`config.mk`:
```
export PLATFORM = sky130hd
export DESIGN_NAME = mdu_ctrl
export DESIGN_NICKNAME = d
export VERILOG_FILES = /design/src/rtl/mdu_pkg.sv /design/src/rtl/mdu_div_core.sv /design/src/rtl/mdu_ctrl.sv
export SDC_FILE = /design/constraint.sdc
export NUM_CORES = 2
export LEC_CHECK = 0
export BUFFER_PORTS_ARGS = -buffer_cell sky130_fd_sc_hd__buf_2
export CORE_ASPECT_RATIO = 0.9
export CORE_MARGIN = 2
export CORE_UTILIZATION = 64
export CTS_BUF_LIST = sky130_fd_sc_hd__clkbuf_16
export CTS_CLUSTER_DIAMETER = 50
export DETAILED_ROUTE_END_ITERATION = 7
export PLACE_DENSITY_LB_ADDON = 0.05
export SLEW_MARGIN = 25
export SYNTH_ARGS = -nofsm -noshare
export SYNTH_HDL_FRONTEND = slang
export SYNTH_SLANG_ARGS = --single-unit
export TNS_END_PERCENT = 1
```
`constraint.sdc`:
```
create_clock -name clk -period 11.4 [get_ports clk]
set_clock_uncertainty 0.1 [all_clocks]
set_input_delay 1.14 -clock clk [delete_from_list [all_inputs] [get_ports clk]]
set_output_delay 1.14 -clock clk [all_outputs]
set_load 0.05 [all_outputs]
```
`src/rtl/mdu_pkg.sv`:
```
// mdu_pkg: shared definitions for the multiply/divide unit.
//   - mdu_op_e    : 4-bit operation codes presented on mdu_ctrl.op
//   - mdu_state_e : controller FSM state encoding (also seen on dbg_state)
//   - DIV_ITERS   : restoring-division iteration count (one quotient bit each)
//   - mdu_dec_t / mdu_decode : op-code decode into control flags
//   - mdu_mag     : magnitude of a 32-bit operand (signed or unsigned view)
// Optional feature macro: MDU_ACCUM_EN (enables MADD/MADDU/MSUB/MSUBU decode).
package mdu_pkg;

  typedef enum logic [3:0] {
    OP_MULT  = 4'd0,
    OP_MULTU = 4'd1,
    OP_DIV   = 4'd2,
    OP_DIVU  = 4'd3,
    OP_MTHI  = 4'd4,
    OP_MTLO  = 4'd5,
    OP_MADD  = 4'd6,
    OP_MADDU = 4'd7,
    OP_MSUB  = 4'd8,
    OP_MSUBU = 4'd9
  } mdu_op_e;

  typedef enum logic [1:0] {
    ST_IDLE = 2'd0,
    ST_MUL  = 2'd1,
    ST_DIV  = 2'd2,
    ST_WB   = 2'd3
  } mdu_state_e;

  localparam int DIV_ITERS = 32;
  localparam int DIV_CNT_W = $clog2(DIV_ITERS);

  typedef struct packed {
    logic is_mul;     // goes through the multiplier pipeline
    logic is_div;     // goes through the iterative divider
    logic is_mthi;
    logic is_mtlo;
    logic is_signed;  // operands are two's complement
    logic is_accum;   // product is combined with current HI/LO
    logic is_sub;     // accumulate by subtraction
  } mdu_dec_t;

  // Codes not listed (and the accumulate codes when MDU_ACCUM_EN is not
  // defined) decode to all-zero flags, i.e. a no-op.
  function automatic mdu_dec_t mdu_decode(input logic [3:0] op);
    mdu_dec_t d;
    d = '0;
    case (op)
      OP_MULT:  begin d.is_mul = 1'b1; d.is_signed = 1'b1; end
      OP_MULTU: begin d.is_mul = 1'b1; end
      OP_DIV:   begin d.is_div = 1'b1; d.is_signed = 1'b1; end
      OP_DIVU:  begin d.is_div = 1'b1; end
      OP_MTHI:  begin d.is_mthi = 1'b1; end
      OP_MTLO:  begin d.is_mtlo = 1'b1; end
`ifdef MDU_ACCUM_EN
      OP_MADD:  begin d.is_mul = 1'b1; d.is_signed = 1'b1; d.is_accum = 1'b1; end
      OP_MADDU: begin d.is_mul = 1'b1; d.is_accum = 1'b1; end
      OP_MSUB:  begin d.is_mul = 1'b1; d.is_signed = 1'b1; d.is_accum = 1'b1; d.is_sub = 1'b1; end
      OP_MSUBU: begin d.is_mul = 1'b1; d.is_accum = 1'b1; d.is_sub = 1'b1; end
`endif
      default: d = '0;
    endcase
    return d;
  endfunction

  function automatic logic [31:0] mdu_mag(input logic [31:0] v, input logic sgn);
    return (sgn && v[31]) ? (32'd0 - v) : v;
  endfunction

endpackage

```
`src/rtl/mdu_div_core.sv`:
```
// mdu_div_core: iterative restoring divider, one quotient bit per cycle.
// Ports:
//   clk, rst       clock / synchronous active-high reset
//   start          load operands and begin (single-cycle pulse)
//   abort          drop the running division
//   is_signed      treat dividend/divisor as two's complement
//   dividend       numerator (32)
//   divisor        denominator (32)
//   done           high during the final iteration cycle; quotient and
//                  remainder are final from the following cycle on
//   quotient       signed-corrected quotient (32)
//   remainder      signed-corrected remainder (32)
// Divide by zero yields quotient all-ones and remainder = raw dividend.
module mdu_div_core
  import mdu_pkg::*;
(
  input  logic        clk,
  input  logic        rst,
  input  logic        start,
  input  logic        abort,
  input  logic        is_signed,
  input  logic [31:0] dividend,
  input  logic [31:0] divisor,
  output logic        done,
  output logic [31:0] quotient,
  output logic [31:0] remainder
);

  logic                 running_q;
  logic [DIV_CNT_W-1:0] cnt_q;
  logic [31:0]          quo_q;      // dividend bits shift out, quotient bits shift in
  logic [31:0]          rem_q;
  logic [31:0]          den_q;      // divisor magnitude
  logic [31:0]          num_raw_q;  // untouched dividend, for divide-by-zero
  logic                 q_neg_q;
  logic                 r_neg_q;
  logic                 div_zero_q;

  logic [32:0] shifted;
  logic [32:0] diff;

  always_comb begin
    shifted = {rem_q, quo_q[31]};
    diff    = shifted - {1'b0, den_q};
  end

  assign done = running_q && (cnt_q == DIV_CNT_W'(DIV_ITERS - 1));

  always_ff @(posedge clk) begin
    if (rst) begin
      running_q  <= 1'b0;
      cnt_q      <= '0;
      quo_q      <= '0;
      rem_q      <= '0;
      den_q      <= '0;
      num_raw_q  <= '0;
      q_neg_q    <= 1'b0;
      r_neg_q    <= 1'b0;
      div_zero_q <= 1'b0;
    end else if (abort) begin
      running_q <= 1'b0;
      cnt_q     <= '0;
    end else if (start) begin
      running_q  <= 1'b1;
      cnt_q      <= '0;
      quo_q      <= mdu_mag(dividend, is_signed);
      rem_q      <= '0;
      den_q      <= mdu_mag(divisor, is_signed);
      num_raw_q  <= dividend;
      q_neg_q    <= is_signed && (dividend[31] ^ divisor[31]);
      r_neg_q    <= is_signed && dividend[31];
      div_zero_q <= (divisor == 32'd0);
    end else if (running_q) begin
      // Restore-by-not-committing: keep the shifted remainder when the trial
      // subtraction goes negative.
      if (!diff[32]) begin
        rem_q <= diff[31:0];
        quo_q <= {quo_q[30:0], 1'b1};
      end else begin
        rem_q <= shifted[31:0];
        quo_q <= {quo_q[30:0], 1'b0};
      end
      cnt_q <= cnt_q + 1'b1;
      if (done) running_q <= 1'b0;
    end
  end

  // 0x80000000 / -1 needs no special case: the magnitude quotient is
  // 0x80000000, signs agree, so it passes through unnegated with remainder 0.
  assign quotient  = div_zero_q ? 32'hFFFF_FFFF :
                     (q_neg_q ? (32'd0 - quo_q) : quo_q);
  assign remainder = div_zero_q ? num_raw_q :
                     (r_neg_q ? (32'd0 - rem_q) : rem_q);

endmodule

```
`src/rtl/mdu_ctrl.sv`:
```
// mdu_ctrl: multiply/divide unit controller with HI/LO write-back.
// Ports:
//   clk, rst               clock / synchronous active-high reset
//   op_valid, op           request from EX stage, 4-bit op code (mdu_pkg)
//   rs_data, rt_data       operands, latched when the request is accepted
//   flush                  abort an in-flight MUL/DIV (ignored in WB)
//   hi_in, lo_in           current HI/LO contents (accumulate ops, read in WB)
//   op_ready               = !busy
//   busy                   stall request, high from acceptance+1 through WB
//   to_hi, to_lo           one-cycle HI/LO write strobes
//   to_hi_data, to_lo_data write data (zero when no strobe)
//   done                   one-cycle pulse with the final write of MUL/DIV
//   dbg_state              current FSM state (mdu_state_e encoding)
// Handshake: a request is taken on a rising edge where op_valid && op_ready
// && !flush; there is no queueing, so op_valid while busy is simply dropped.
// Optional feature macro: MDU_ACCUM_EN (MADD/MADDU/MSUB/MSUBU).
module mdu_ctrl
  import mdu_pkg::*;
#(
  parameter int MUL_STAGES = 2
) (
  input  logic        clk,
  input  logic        rst,
  input  logic        op_valid,
  input  logic [3:0]  op,
  input  logic [31:0] rs_data,
  input  logic [31:0] rt_data,
  input  logic        flush,
  input  logic [31:0] hi_in,
  input  logic [31:0] lo_in,
  output logic        op_ready,
  output logic        busy,
  output logic        to_hi,
  output logic        to_lo,
  output logic [31:0] to_hi_data,
  output logic [31:0] to_lo_data,
  output logic        done,
  output logic [1:0]  dbg_state
);

  mdu_state_e  state_q, state_d;
  mdu_dec_t    dec;
  logic        accept;

  logic        op_div_q;
  logic        op_signed_q;
  logic        op_accum_q;
  logic        op_sub_q;
  logic [31:0] a_q, b_q;
  logic [2:0]  mul_cnt_q;

  logic        mt_hi_q, mt_lo_q;
  logic [31:0] mt_data_q;

  logic [63:0] mul_ext_a, mul_ext_b, prod_comb;
  logic [63:0] mul_pipe_q [MUL_STAGES];
  logic [63:0] acc_base, mul_res;

  logic        div_start, div_abort, div_done;
  logic [31:0] div_quo, div_rem;

  assign dec       = mdu_decode(op);
  assign busy      = (state_q != ST_IDLE);
  assign op_ready  = !busy;
  assign accept    = op_valid && op_ready && !flush;
  assign dbg_state = state_q;

  // ---------------------------------------------------------------------
  // Control registers
  // ---------------------------------------------------------------------
  always_ff @(posedge clk) begin
    if (rst) begin
      state_q     <= ST_IDLE;
      op_div_q    <= 1'b0;
      op_signed_q <= 1'b0;
      op_accum_q  <= 1'b0;
      op_sub_q    <= 1'b0;
      a_q         <= '0;
      b_q         <= '0;
      mul_cnt_q   <= '0;
      mt_hi_q     <= 1'b0;
      mt_lo_q     <= 1'b0;
      mt_data_q   <= '0;
    end else begin
      state_q <= state_d;
      mt_hi_q <= accept && dec.is_mthi;
      mt_lo_q <= accept && dec.is_mtlo;
      if (accept && (dec.is_mthi || dec.is_mtlo)) mt_data_q <= rs_data;
      if (accept && (dec.is_mul || dec.is_div)) begin
        op_div_q    <= dec.is_div;
        op_signed_q <= dec.is_signed;
        op_accum_q  <= dec.is_accum;
        op_sub_q    <= dec.is_sub;
        a_q         <= rs_data;
        b_q         <= rt_data;
      end
      mul_cnt_q <= (state_q == ST_MUL) ? (mul_cnt_q + 3'd1) : 3'd0;
    end
  end

  // ---------------------------------------------------------------------
  // Multiplier: full 64-bit product from the latched operands, then
  // MUL_STAGES register stages. The last stage lands exactly in WB.
  // ---------------------------------------------------------------------
  always_comb begin
    mul_ext_a = op_signed_q ? {{32{a_q[31]}}, a_q} : {32'd0, a_q};
    mul_ext_b = op_signed_q ? {{32{b_q[31]}}, b_q} : {32'd0, b_q};
    prod_comb = mul_ext_a * mul_ext_b;
  end

  always_ff @(posedge clk) begin
    mul_pipe_q[0] <= prod_comb;
    for (int i = 1; i < MUL_STAGES; i++) begin
      mul_pipe_q[i] <= mul_pipe_q[i-1];
    end
  end

  // ---------------------------------------------------------------------
  // Divider
  // ---------------------------------------------------------------------
  assign div_start = accept && dec.is_div;
  assign div_abort = flush && (state_q == ST_DIV);

  mdu_div_core u_div (
    .clk       (clk),
    .rst       (rst),
    .start     (div_start),
    .abort     (div_abort),
    .is_signed (dec.is_signed),
    .dividend  (rs_data),
    .divisor   (rt_data),
    .done      (div_done),
    .quotient  (div_quo),
    .remainder (div_rem)
  );

  // ---------------------------------------------------------------------
  // Next state and write-back outputs. HI/LO are read combinationally in
  // WB so accumulate ops see the register contents of that very cycle.
  // ---------------------------------------------------------------------
  always_comb begin
    state_d    = state_q;
    to_hi      = 1'b0;
    to_lo      = 1'b0;
    done       = 1'b0;
    to_hi_data = '0;
    to_lo_data = '0;
    acc_base   = op_accum_q ? {hi_in, lo_in} : 64'd0;
    mul_res    = op_sub_q ? (acc_base - mul_pipe_q[MUL_STAGES-1])
                          : (acc_base + mul_pipe_q[MUL_STAGES-1]);

    case (state_q)
      ST_IDLE: begin
        if (accept && dec.is_mul)      state_d = ST_MUL;
        else if (accept && dec.is_div) state_d = ST_DIV;
      end
      ST_MUL: begin
        if (flush)                                   state_d = ST_IDLE;
        else if (mul_cnt_q == 3'(MUL_STAGES - 1))    state_d = ST_WB;
      end
      ST_DIV: begin
        if (flush)         state_d = ST_IDLE;
        else if (div_done) state_d = ST_WB;
      end
      ST_WB: begin
        state_d = ST_IDLE;
      end
      default: state_d = ST_IDLE;
    endcase

    if (state_q == ST_WB) begin
      to_hi = 1'b1;
      to_lo = 1'b1;
      done  = 1'b1;
      if (op_div_q) {to_hi_data, to_lo_data} = {div_rem, div_quo};
      else          {to_hi_data, to_lo_data} = mul_res;
    end else begin
      // MTHI/MTLO are only accepted in IDLE, so they never overlap WB.
      to_hi      = mt_hi_q;
      to_lo      = mt_lo_q;
      to_hi_data = mt_hi_q ? mt_data_q : 32'd0;
      to_lo_data = mt_lo_q ? mt_data_q : 32'd0;
    end
  end

endmodule

```
==> impl_results.md <==
* Status: finished, final reports clean
* #FFs+latches synth at 370
* Slowest-stage cell, CP: and2_0
* Site Rows at 111
* DP Area at roughly 68000 µm²
* Routed vias at between 50000 and 60000
* Part of the power in registers at a little under two fifths
* Final net count at ~9000
* Slew HR at about a quarter
* Family with the most delay on the worst path: adder cells
* Initial Util at between 60 and 70%
* Initial antenna violation count at 12
* Top FF cell, synth: dfxtp_1
* Power share of the combinational group at 24.8%
* Final setup viols at 0
* Post-Syn Area per Cell at just under 9 µm²
* # fillers at 8503
* Final instance count without filler cells at a little under 9000
* Die H at roughly 310 µm
* Worst endpoint required time at roughly 12 ns
* Min Clock Period, post-route at a little over 10 ns
* GRT Total Usage at 38.7%
* Top-count cell post-synth: inv_1
* Top cells by area, synth: fa_1, dfxtp_1, inv_1, ha_1, nand2_1
* Vias in the first global route at around 52000
* Synth warn at 0
* First-pass DRT Iterations at 5
* Clk pwr share at ~38%
* Sequential fraction of the synthesis area at 11.2%
* CP arrival at 10.45 ns
* HP Class: reg -> reg
* CP startpoint kind: flop
* Post_cts resized at 0
* Asr flop ratio synth at 0%
* Peak supply drop at roughly 0.00015 V
* Post-synthesis cell type count at 93
* CP max stage delay at ~0.63 ns
* # IOs at between 200 and 250
* Total power at 0.00376 W
* Grt total ovfl at 0
* Switching share of power at around a third
* Synthesized instance count at around 7400
* Max H-tree Level at 2
* Final instance area at a little under 70000 µm²
* Dpl hpwl at about 160000 µm
* Final ANT Viol Nets at 0
* CTS Sinks at 370
* RSZ-0062 raised after global routing: false
* Hold-fix buffers, CTS at 0
* Synth top area share at 43.0%
* Layout cells sized above 1 at under 10%
* Crit end category: flop
* Post-synth EDFFs at 0
* Final Max Tran Viols at 0
* Int Pwr at between 0.002 and 0.0025 W
* Clock Tree Buf Depth at 3
* Num CTS Buffers at 43
* Final number of hold-violating endpoints at 0
* Core area at ~100000 µm²
* Via density at 5.78
* Upper clock frequency limit at 99.4 MHz
* CP Class: reg -> reg
* Die area at ~110000 µm²
* Max Cap Viol at 0
* WP buf/inv at 5
* Post-Route WL at 199000 µm
* Die width at between 300 and 400 µm
* DR DRC count at 0
* Cell Pwr Density at 54.4 nW/µm²
* Drt initial violations at 4763
* # Post-CTS Setup Buffers at 0
* Syn nets at 9263
* Clock-pin slew on the worst setup and hold paths at 0.06 ns
* Port Buf Inserts at 142
* Post-Place Cells at about 8600
* Final critical-path share of the clock period at a little under 90%
* Gpl congestion at approximately 1
* Leak at around 34 nW
* Layout overhead on the synthesized area at 4.89%
* Setup TNS at 0 ns
* Avg WL per Cell at 23.0 µm
* Fin util at about two thirds
* Commonest cells in the netlist: inv_1, fa_1, nand2_1
* Largest net degree at the start of global routing at 90
* Slew @ Worst Pin at ~1.1 ns
* Worst skew pair latency at roughly 0.58 ns
* TritonCTS clock tree: built
* Area leader, netlist: fa_1
* Crit-path max FO at 29
* CP most frequent cell: fa_1
* Clk root buf: clkbuf_16
* Psw at roughly 0.0013 W
* Global-route wire length before repair at roughly 300000 µm
* Mapped Area at 65900 µm²
[worst paths after layout]
| path | from | endpoint | slack, ns | depth (start not counted) |
|---|---|---|---|---|
| min reg2reg | mul_pipe_q[0][18] | mul_pipe_q[0][82] | 0.20 | 0 |
| min | mul_pipe_q[0][18] | mul_pipe_q[0][82] | 0.20 | 0 |
| max | op_signed_q | mul_pipe_q[0][60] | 1.34 | 26 |
| max reg2reg | op_signed_q | mul_pipe_q[0][60] | 1.34 | 26 |
[per-stage QoR]
step	setup WS, ns	hold slack [ns]
after floorplan	2.16	0.210
after global placement	1.54	0.211
after detailed placement	1.43	0.212
after CTS	1.41	0.209
after global routing	0.947	0.216
final	1.34	0.198
[per-layer routing]
layer | share of wire (%) | GRT usage, % | vias up | wire length (µm)
met3 | 11 | 9.31 | 358 | 22700
met5 | 0.018 | 0 | - | 36
li1 | - | - | 21900 | -
met2 | 44 | 59.4 | 2419 | 87900
met1 | 41 | 54.9 | 25300 | 81500
met4 | 3.3 | 11.5 | 6 | 6520
[logic make-up (layout without fill, tap and decap cells)]
family | Yosys count | count (layout) | share of synthesized area, %
AND/OR/NAND/NOR | 2077 | 2077 | 15.2
buffers and inverters | 1995 | 1922 | 11.4
adder cells (fa/ha/maj) | 1773 | 1773 | 49.8
AO/OA/AOI/OAI | 820 | 820 | 7.86
flip-flops | 370 | 370 | 11.2
XOR/XNOR | 264 | 264 | 3.51
multiplexers | 60 | 60 | 0.959
other | 0 | 6 | 0
[flip-flops by register name, summed over array words and instances, names as in the netlist, 2 cells and up]
register,flops
mul_cnt_q,3
dbg_state,2
u_div.rem_q,32
mt_data_q,32
u_div.quo_q,32
u_div.cnt_q,5
u_div.num_raw_q,32
a_q,32
b_q,32
mul_pipe_q,128
u_div.den_q,32
[worst reg2reg max path, delay by kind of cell, from the launching register on]
family	cells	cell delay, ns
AO/OA/AOI/OAI	4	1.25
XOR/XNOR	1	0.62
adder cells (fa/ha/maj)	10	4.55
buffers and inverters	5	1.13
flip-flops	1	0.35
AND/OR/NAND/NOR	6	1.99
[layout make-up]
type / count / area (µm²) / share of cell area, %
antenna: 6 / 15.0 / 0.0217
clock inverter: 33 / 324 / 0.469
inverter: 1594 / 5980 / 8.66
multi-input combinational: 4994 / 51000 / 73.8
clock buffer: 45 / 1130 / 1.63
sequential: 370 / 7440 / 10.8
timing repair buffer: 250 / 1540 / 2.23
tap: 1356 / 1700 / 2.46
[power by group through the flow]
stage / Combinational (W) / Clock (W) / Sequential (W)
2_1_floorplan: 0.000694 / 0 / 0.00140
3_3_place_gp: 0.000900 / 0 / 0.00144
3_5_place_dp: 0.000908 / 0 / 0.00144
4_1_cts: 0.000912 / 0.00142 / 0.00141
5_1_grt: 0.000997 / 0.00147 / 0.00141
6_report: 0.000930 / 0.00142 / 0.00141
[placed cells by master (no fill, tap or decap), drive strengths merged, types with 31 or more instances in the layout]
cell and count:
and2 589, fa 1416, xnor2 170, and3 42, a311oi 40, a211oi 44
nand3 35, nor3 37, clkbuf 45, a21o 48, inv 1601, dfxtp 370
mux2i 35, a21oi 276, nor2 175, o21ai 211, o221ai 31, buf 250
xor2 94, ha 352, nand2 1060
Note: power is estimated with default switching activity, not from simulation.
